==> src/rtl/led_pkg.sv <==
// Shared definitions for the front-panel indicator driver: channel mode
// encodings and a constant-evaluable ceil(log2) used to size counters.
package led_pkg;

  localparam logic [1:0] MODE_OFF   = 2'b00;
  localparam logic [1:0] MODE_ON    = 2'b01;
  localparam logic [1:0] MODE_BLINK = 2'b10;
  localparam logic [1:0] MODE_PULSE = 2'b11;

  // Never returns less than 1 so that every counter has at least one bit.
  function automatic int clog2(input int value);
    int result;
    int rem;
    result = 0;
    rem = value - 1;
    while (rem > 0) begin
      result = result + 1;
      rem = rem >> 1;
    end
    return (result < 1) ? 1 : result;
  endfunction

endpackage

==> src/rtl/led_chan.sv <==
// One indicator channel: event edge detect, pulse-stretch counter and the
// mode multiplexer producing the next value of this channel's output bit.
module led_chan
  import led_pkg::*;
#(
  parameter int STRETCH = 4
) (
  input  logic       clk,
  input  logic       rst_n,
  input  logic       tick,
  input  logic       phase,
  input  logic [1:0] mode,
  input  logic       code,
  input  logic       evt,
  output logic       bnc_next
);

  localparam int              CW   = clog2(STRETCH + 1);
  localparam logic [CW-1:0]   LOAD = CW'(STRETCH);

  logic          event_d;
  logic          rise;
  logic [CW-1:0] cnt;

  assign rise = evt & ~event_d;

  // A fresh edge always reloads, even on a tick cycle, so a retrigger never
  // loses the decrement race; the counter keeps running whatever the mode.
  always_ff @(posedge clk or negedge rst_n) begin
    if (!rst_n) begin
      event_d <= 1'b0;
      cnt     <= '0;
    end else begin
      event_d <= evt;
      if (rise) begin
        cnt <= LOAD;
      end else if (tick && (cnt != '0)) begin
        cnt <= cnt - 1'b1;
      end
    end
  end

  always_comb begin
    bnc_next = 1'b0;
    case (mode)
      MODE_OFF:   bnc_next = 1'b0;
      MODE_ON:    bnc_next = 1'b1;
      MODE_BLINK: bnc_next = phase ^ ~code;
      MODE_PULSE: bnc_next = (cnt != '0);
      default:    bnc_next = 1'b0;
    endcase
  end

endmodule

==> src/rtl/led_pattern_driver.sv <==
// Front-panel indicator driver: shared prescaler and blink phase, one
// led_chan per channel, a registered BNC monitor output and its LED inverse.
module led_pattern_driver
  import led_pkg::*;
#(
  parameter int N_CH    = 4,
  parameter int DIV     = 25_000_000,
  parameter int STRETCH = 4
) (
  input  logic [0:0]        clk,
  input  logic              rst_n,
  input  logic [2*N_CH-1:0] mode,
  input  logic [N_CH-1:0]   code,
  input  logic [N_CH-1:0]   evt,
  output logic [N_CH-1:0]   leds,
  output logic [N_CH-1:0]   bnc,
  output logic [N_CH-1:0]   gnd
);

  localparam int            PW      = clog2(DIV);
  localparam logic [PW-1:0] PRE_MAX = PW'(DIV - 1);

  logic [PW-1:0]   pre;
  logic            tick;
  logic            phase;
  logic [N_CH-1:0] bnc_next;

  assign tick = (pre == PRE_MAX);

  always_ff @(posedge clk or negedge rst_n) begin
    if (!rst_n) begin
      pre   <= '0;
      phase <= 1'b0;
    end else begin
      pre <= tick ? '0 : pre + 1'b1;
      if (tick) begin
        phase <= ~phase;
      end
    end
  end

  // evt carries the board event levels; each channel edge-detects its own bit.
  for (genvar i = 0; i < N_CH; i++) begin : g_chan
    led_chan #(
      .STRETCH (STRETCH)
    ) u_chan (
      .clk      (clk[0]),
      .rst_n    (rst_n),
      .tick     (tick),
      .phase    (phase),
      .mode     (mode[2*i+1:2*i]),
      .code     (code[i]),
      .evt      (evt[i]),
      .bnc_next (bnc_next[i])
    );
  end

  always_ff @(posedge clk or negedge rst_n) begin
    if (!rst_n) begin
      bnc <= '0;
    end else begin
      bnc <= bnc_next;
    end
  end

  assign leds = ~bnc;
  assign gnd  = '0;

endmodule

==> config.mk <==
export PLATFORM = sky130hd
export DESIGN_NAME = led_pattern_driver
export DESIGN_NICKNAME = d
export VERILOG_FILES = /design/src/rtl/led_pkg.sv /design/src/rtl/led_chan.sv /design/src/rtl/led_pattern_driver.sv
export SDC_FILE = /design/constraint.sdc
export NUM_CORES = 1
export LEC_CHECK = 0
export CORE_ASPECT_RATIO = 1.2
export CORE_MARGIN = 2
export CORE_UTILIZATION = 55
export DETAILED_ROUTE_END_ITERATION = 6
export HOLD_SLACK_MARGIN = 0.03
export PLACE_DENSITY_LB_ADDON = 0.12
export SYNTH_ARGS = -nofsm -noshare
export SYNTH_HDL_FRONTEND = slang
export SYNTH_SLANG_ARGS = --single-unit
export TNS_END_PERCENT = 10
==> constraint.sdc <==
create_clock -name clk -period 2.1 [get_ports clk]
set_input_delay 0.525 -clock clk [delete_from_list [all_inputs] [get_ports clk]]
set_output_delay 0.525 -clock clk [all_outputs]
set_load 0.02 [all_outputs]
==> results of run 1 <==
## how the worst max path moves through the flow
stage / slack, ps / to / start / cells after the start
4_1_cts: 230 / g_chan[3].u_chan.cnt[0] / pre[7] / 5
5_1_grt: 100 / g_chan[2].u_chan.cnt[2] / pre[7] / 6
3_3_place_gp: 280 / g_chan[3].u_chan.cnt[0] / pre[6] / 5
3_5_place_dp: 240 / g_chan[3].u_chan.cnt[0] / pre[6] / 5
2_1_floorplan: 360 / g_chan[0].u_chan.cnt[1] / pre[6] / 6
6_report: 240 / g_chan[3].u_chan.cnt[0] / pre[7] / 5
## sequential cells by signal, summed over array words and instances (netlist names)
register               cells
bnc                        4
g_chan.u_chan.event_d      4
phase                      1
pre                       25
g_chan.u_chan.cnt         12
## where the power goes
group / internal [mW] / total (mW) / switching [mW]
Combinational: 0.0558 / 0.112 / 0.0561
Sequential: 0.894 / 0.898 / 0.00375
Clock: 0.355 / 0.651 / 0.296
## worst max-delay path: cells and delay by family, from the launching register on
kind,cells,cell delay (ps)
flip-flops,1,450
AND/OR/NAND/NOR,4,1210
AO/OA/AOI/OAI,1,140
## cell type report
class                           instances  area, µm²  share of cell area
Inverter                               14       52.6              0.0191
Clock buffer                            6       72.6              0.0264
Multi-Input combinational cell        157       1070               0.388
Sequential cell                        46       1150               0.418
Clock inverter                          2       37.5              0.0136
Tap cell                               54       67.6              0.0245
Timing Repair Buffer                   31        303               0.110
## stage by stage
step,area (µm²),hold slack [ps],utilization,worst slack [ps],instances
final,2750,193,0.693,240,310
after global routing,2750,246,0.693,104,310
after CTS,2750,207,0.692,228,310
after detailed placement,2640,463,0.664,239,302
after global placement,2640,460,0.664,278,302
after floorplan,2320,229,-,360,225
## routing by layer
layer | global-route usage | vias to the layer above
met5 | 0 | -
met4 | 0.0889 | 0
met3 | 0.0389 | 7
met2 | 0.376 | 33
met1 | 0.269 | 807
li1 | - | 815
## logic make-up (layout without fill, tap and decap cells)
logic type                 after synthesis  count (layout)  synth area share
other                                    1               4           0.00162
xor gates and xnor gates                27              27             0.102
AOI/OAI and AO/OA                       28              28            0.0785
DFF                                     46              46             0.498
adders and majority gates                9               9            0.0488
muxes                                    1               1           0.00433
buffers and inverters                   22              53            0.0460
and+or+nand+nor                         88              88             0.220
## placed cells by master (no fill, tap or decap), types with 6 or more instances in the layout
| cell type | instances |
|---|---|
| nor2_1 | 24 |
| nand3_1 | 14 |
| dfrtp_1 | 46 |
| clkdlybuf4s50_1 | 24 |
| xor2_1 | 6 |
| nor2b_1 | 8 |
| a21oi_1 | 8 |
| xnor2_1 | 21 |
| inv_1 | 14 |
| nand2_1 | 10 |
| ha_1 | 9 |
==> impl_metrics.toml, run 1 <==
[status]
status = "complete, no violations"

[sta]
period_needed_ps = 1860
relSlewSlack = 0.641
finalClockSkew_ps = 12.0
slew_violations = 0
rsz0062_at_grt = "false"
tightest_slew_ps = 539
finalSetupViolations = 0
min_period_over_period = 0.886
setup_tns_ps = 0
final_hold_viol_count = 0
max_freq_mhz = 538

[routing]
wl_per_cell_um = 14.2
route.met2.wl_um = 2140
dr_wl_met3_um = 177
via_per_inst = 5.36
drt_iter0_drc = 57
drc = 0
ant_nets = 0
via_count = 1662
drt_wl_total_um = 4410
drt_pass1_iterations = 4
wl_met1_um = 2010
top_layer = "met4"

[floorplan]
core_area_mm2 = 0.00397
dieArea_mm2 = 0.00474
die_h_um = 75.0
start_util = 0.581
num_rows = 25
die_w_um = 63.2
num_io_pins = 30

[clocking]
clkLatencyLatePin_ps = 300
cts_root_buf = "clkbuf_8"
path_clk_slew_ps = 90
post_cts_buffers = 0
cts-resized-gates = 0
cts_tree = "built"
cts_hold_buf = 0
cts_made_buffers = 5
clock_path_buffers = 2
clkSinkCount = 46
htree_levels = 2

[critical_path]
endpoint_kind = "register"
startpoint_type = "register"
worstPathArrival_ps = 2090
crit_type = "register to register"
reg2reg_depth = 5
crit_path_max_fanout = 13
worst_r2r_startpoint = "pre[7]"
worstReg2RegEnd = "g_chan[3].u_chan.cnt[0]"
critPathRequiredTime_ps = 2330
cp_slowest_cell = "dfrtp_1"
worstPathCellList = "nor4_2, nand3_1, or2_4, or3_2, a21oi_1"
slowest_delay_ps = 450
rrSetupSlack_ps = 240

[power]
p_total_mw = 1.66
powerDensity_mw_per_mm2 = 603
power_leakage_nw = 1.14
peakVddDrop_mv = 0.628

[synth]
yosysSeqAreaShare = 0.498
synth_commonest_cells = "46 x dfrtp_1, 24 x nor2_1, 21 x xnor2_1"
yosys.cell_count.top_type = "dfrtp_1"
synthDominantCellAreaShare = 0.498
synth_flop_cell = "dfrtp_1"
synth-edff-count = 0
netlist_area_mm2 = 0.00231
synth_top_area_cell = "dfrtp_1"
syn_inst = 222
async_flop_share = 1.00
synthTopCellsByArea = "dfrtp_1 50%, xnor2_1 8.0%, ha_1 4.9%"
synth_cell_types = 42
yosysWarnings = 0
synth-seq-cells = 46
syn_area_per_cell_um2 = 10.4

[global_route]
grt_max_degree = 25
antenna_found_initial = 0
grt_pass1_wl_um = 7820
grt-ovfl-total = 0
grt_usage = 0.215
grt_pass1_vias = 1703

[final_layout]
syn_to_final_growth_pct = 19.2
nNetsFinal = 282
n_antenna_cell = 0
nFillCells = 316
drive_gt1_frac = 0.102

[run]
max_cap_viol_count = 0

[placed_design]
routabilityCongestion = 0.857
port_buffers = 25
dpl.hpwl_um = 3380

[hold_path]
hold_class = "input port to async pin"
No activity file was read; power rests on OpenSTA's default activity.
==> run 2: changes to the inputs <==
Settings changed: ABC_AREA from default to 1, CORE_UTILIZATION 55 to 56, GPL_TIMING_DRIVEN from default to 1.
==> run 2 against run 1 <==
Against the previous run:
- combinational power is essentially flat
- cell count grew 48%
- global-route usage grew 3.2 points
- sequential cell count is the same
- largest power group unchanged
- total power grew 0.49%
==> impl_metrics.toml, run 2 <==
[clocking]
clkLatencyLatePin_ps = 300
clkSinkCount = 46
cts_hold_buf = 0
htree_levels = 2
cts_tree = "built"
clock_path_buffers = 2
cts-resized-gates = 0
cts_root_buf = "clkbuf_8"
path_clk_slew_ps = 90
cts_made_buffers = 5
post_cts_buffers = 0

[critical_path]
crit_path_max_fanout = 2
crit_family = "buffers and inverters"
cp_slowest_cell = "clkdlybuf4s50_1"
crit_start = "bnc[1]"
worstPathCellList = "inv_1, clkdlybuf4s50_1"
worst_r2r_startpoint = "pre[0]"
worstPathArrival_ps = 1340
worstReg2RegEnd = "pre[10]"
slowest_delay_ps = 590
crit_type = "register to primary output"
crit_buf_inv = 2
critPathRequiredTime_ps = 1570
endpoint_kind = "primary output"
rrSetupSlack_ps = 360
startpoint_type = "register"
reg2reg_depth = 8

[placed_design]
port_buffers = 25
routabilityCongestion = 0.907
dpl_cell_area_mm2 = 0.00304
dpl.hpwl_um = 4400
dp.cells = 450

[sta]
slew_violations = 0
rsz0062_at_grt = "false"
period_needed_ps = 1860
final_hold_viol_count = 0
finalClockSkew_ps = 7.18
finalSetupViolations = 0
hold_ws_ps = 184
min_period_over_period = 0.886
max_freq_mhz = 537
setup_tns_ps = 0

[synth]
netlist_area_mm2 = 0.00275
synth-seq-cells = 46
synth_commonest_cells = "69 x nand2_1, 63 x inv_1, 60 x nor2_1"
yosysSeqAreaShare = 0.419
yosysWarnings = 0
yosys.cell_count.top_type = "nand2_1"
synth-edff-count = 0
syn_area_per_cell_um2 = 7.44
synthTopCellsByArea = "dfrtp_1 42%, nand2_1 9.4%, inv_1 8.6%"
synth_cell_types = 26
async_flop_share = 1.00
synth_top_area_cell = "dfrtp_1"
synth_flop_cell = "dfrtp_1"
syn_inst = 369
synthDominantCellAreaShare = 0.419

[routing]
ant_nets = 0
wl_per_cell_um = 12.7
drt_iter0_drc = 148
via_per_inst = 5.14
drt_pass1_iterations = 4
via_count = 2353
drt_wl_total_um = 5820
drc = 0

[floorplan]
die_h_um = 80.7
core_area_mm2 = 0.00466
start_util = 0.589
num_rows = 27
num_io_pins = 30
dieArea_mm2 = 0.00548
die_w_um = 67.9

[final_layout]
nNetsFinal = 426
design_area_mm2 = 0.00315
top_regs = "pre: 25 flops, g_chan.u_chan.cnt: 12 flops"
final_cells = 458
top_register = "pre"
layout_commonest_cell = "nand2_1"
syn_to_final_growth_pct = 14.8
mostFrequentLayoutCells = "69 x nand2_1, 63 x inv_1, 60 x nor2_1, 46 x dfrtp_1, 39 x nand3_1"
n_antenna_cell = 0
largest_register_ffs = 25
drive_gt1_frac = 0.0800

[global_route]
antenna_found_initial = 0
grt-ovfl-total = 0
grt_pass1_vias = 2353
grt_max_degree = 47
grt_usage = 0.247
grt_pass1_wl_um = 10400

[power]
peakVddDrop_mv = 0.367
powerDensity_mw_per_mm2 = 530
power_leakage_nw = 1.48

[hold_path]
hold_class = "input port to async pin"

[run]
max_cap_viol_count = 0

[status]
status = "complete, no violations"
[run 2: changes by cell type after synthesis, moves of 8 or more]
| cell | previous run | this run |
|---|---|---|
| nand3_1 | 14 | 39 |
| nor2_1 | 24 | 60 |
| nor2b_1 | 8 | 0 |
| nand4_1 | 4 | 15 |
| nand2_1 | 10 | 69 |
| inv_1 | 14 | 63 |
| xnor2_1 | 21 | 2 |
[run 2: final cells by class]
class	count	area [µm²]
well taps	58	72.6
flip-flops and latches	46	1150
clock inverters	3	40.0
multi-input cells	253	1300
repair buffers	26	265
fillers	409	1510
clock buffers	5	68.8
inverters	67	251
[run 2: worst max path at each step]
stage	end	slack [ps]	cells after the start
after global placement	pre[14]	450	8
after detailed placement	phase	410	7
final	leds[1]	240	2
after CTS	leds[1]	230	2
after global routing	pre[10]	180	8
after floorplan	phase	670	7
[run 2: stage by stage]
stage / total power [mW] / worst slack, ps / util
CTS: 1.69 / 226 / 0.676
finish: 1.67 / 239 / 0.676
global placement: 1.03 / 445 / 0.652
detailed placement: 1.03 / 412 / 0.652
global route: 1.73 / 180 / 0.676
floorplan: 0.957 / 674 / -
[run 2: layer usage]
layer	wire length, µm	vias to the layer above	track usage
met5	0	-	0
met2	2910	62	0.418
met4	61	0	0.0860
met1	2600	1082	0.316
met3	247	8	0.0420
li1	-	1201	-
[run 2: worst register-to-register path, cell delays in order (launching register included)]
cell	delay (ps)
dfrtp_1	400
ha_1	240
inv_1	70
nor2_2	210
nand2_1	130
nor2_4	190
nand2_2	170
o211ai_1	150
inv_1	70
[run 2: logic make-up (layout without fill, tap and decap cells)]
logic type / count (synthesis) / after routing / synth area share
buf+inv: 73 / 101 / 0.111
fa+ha+maj: 9 / 9 / 0.0410
compound gates: 20 / 20 / 0.0415
flops: 46 / 46 / 0.419
other cells: 1 / 4 / 0.00137
xor+xnor: 14 / 14 / 0.0447
simple gates: 206 / 206 / 0.341
[run 2: power by group]
part	internal [mW]	switching, mW	leakage [nW]	total [mW]
clock network	0.351	0.307	0.0579	0.658
logic	0.0546	0.0589	0.837	0.114
registers	0.894	0.00381	0.587	0.897
total	1.30	0.370	1.48	1.67
==> run 3: changes to the inputs <==
Settings changed: SLEW_MARGIN from default to 20.
==> results of run 3 <==
No change in the layout: final DEF, timing and power equal those of run 2.
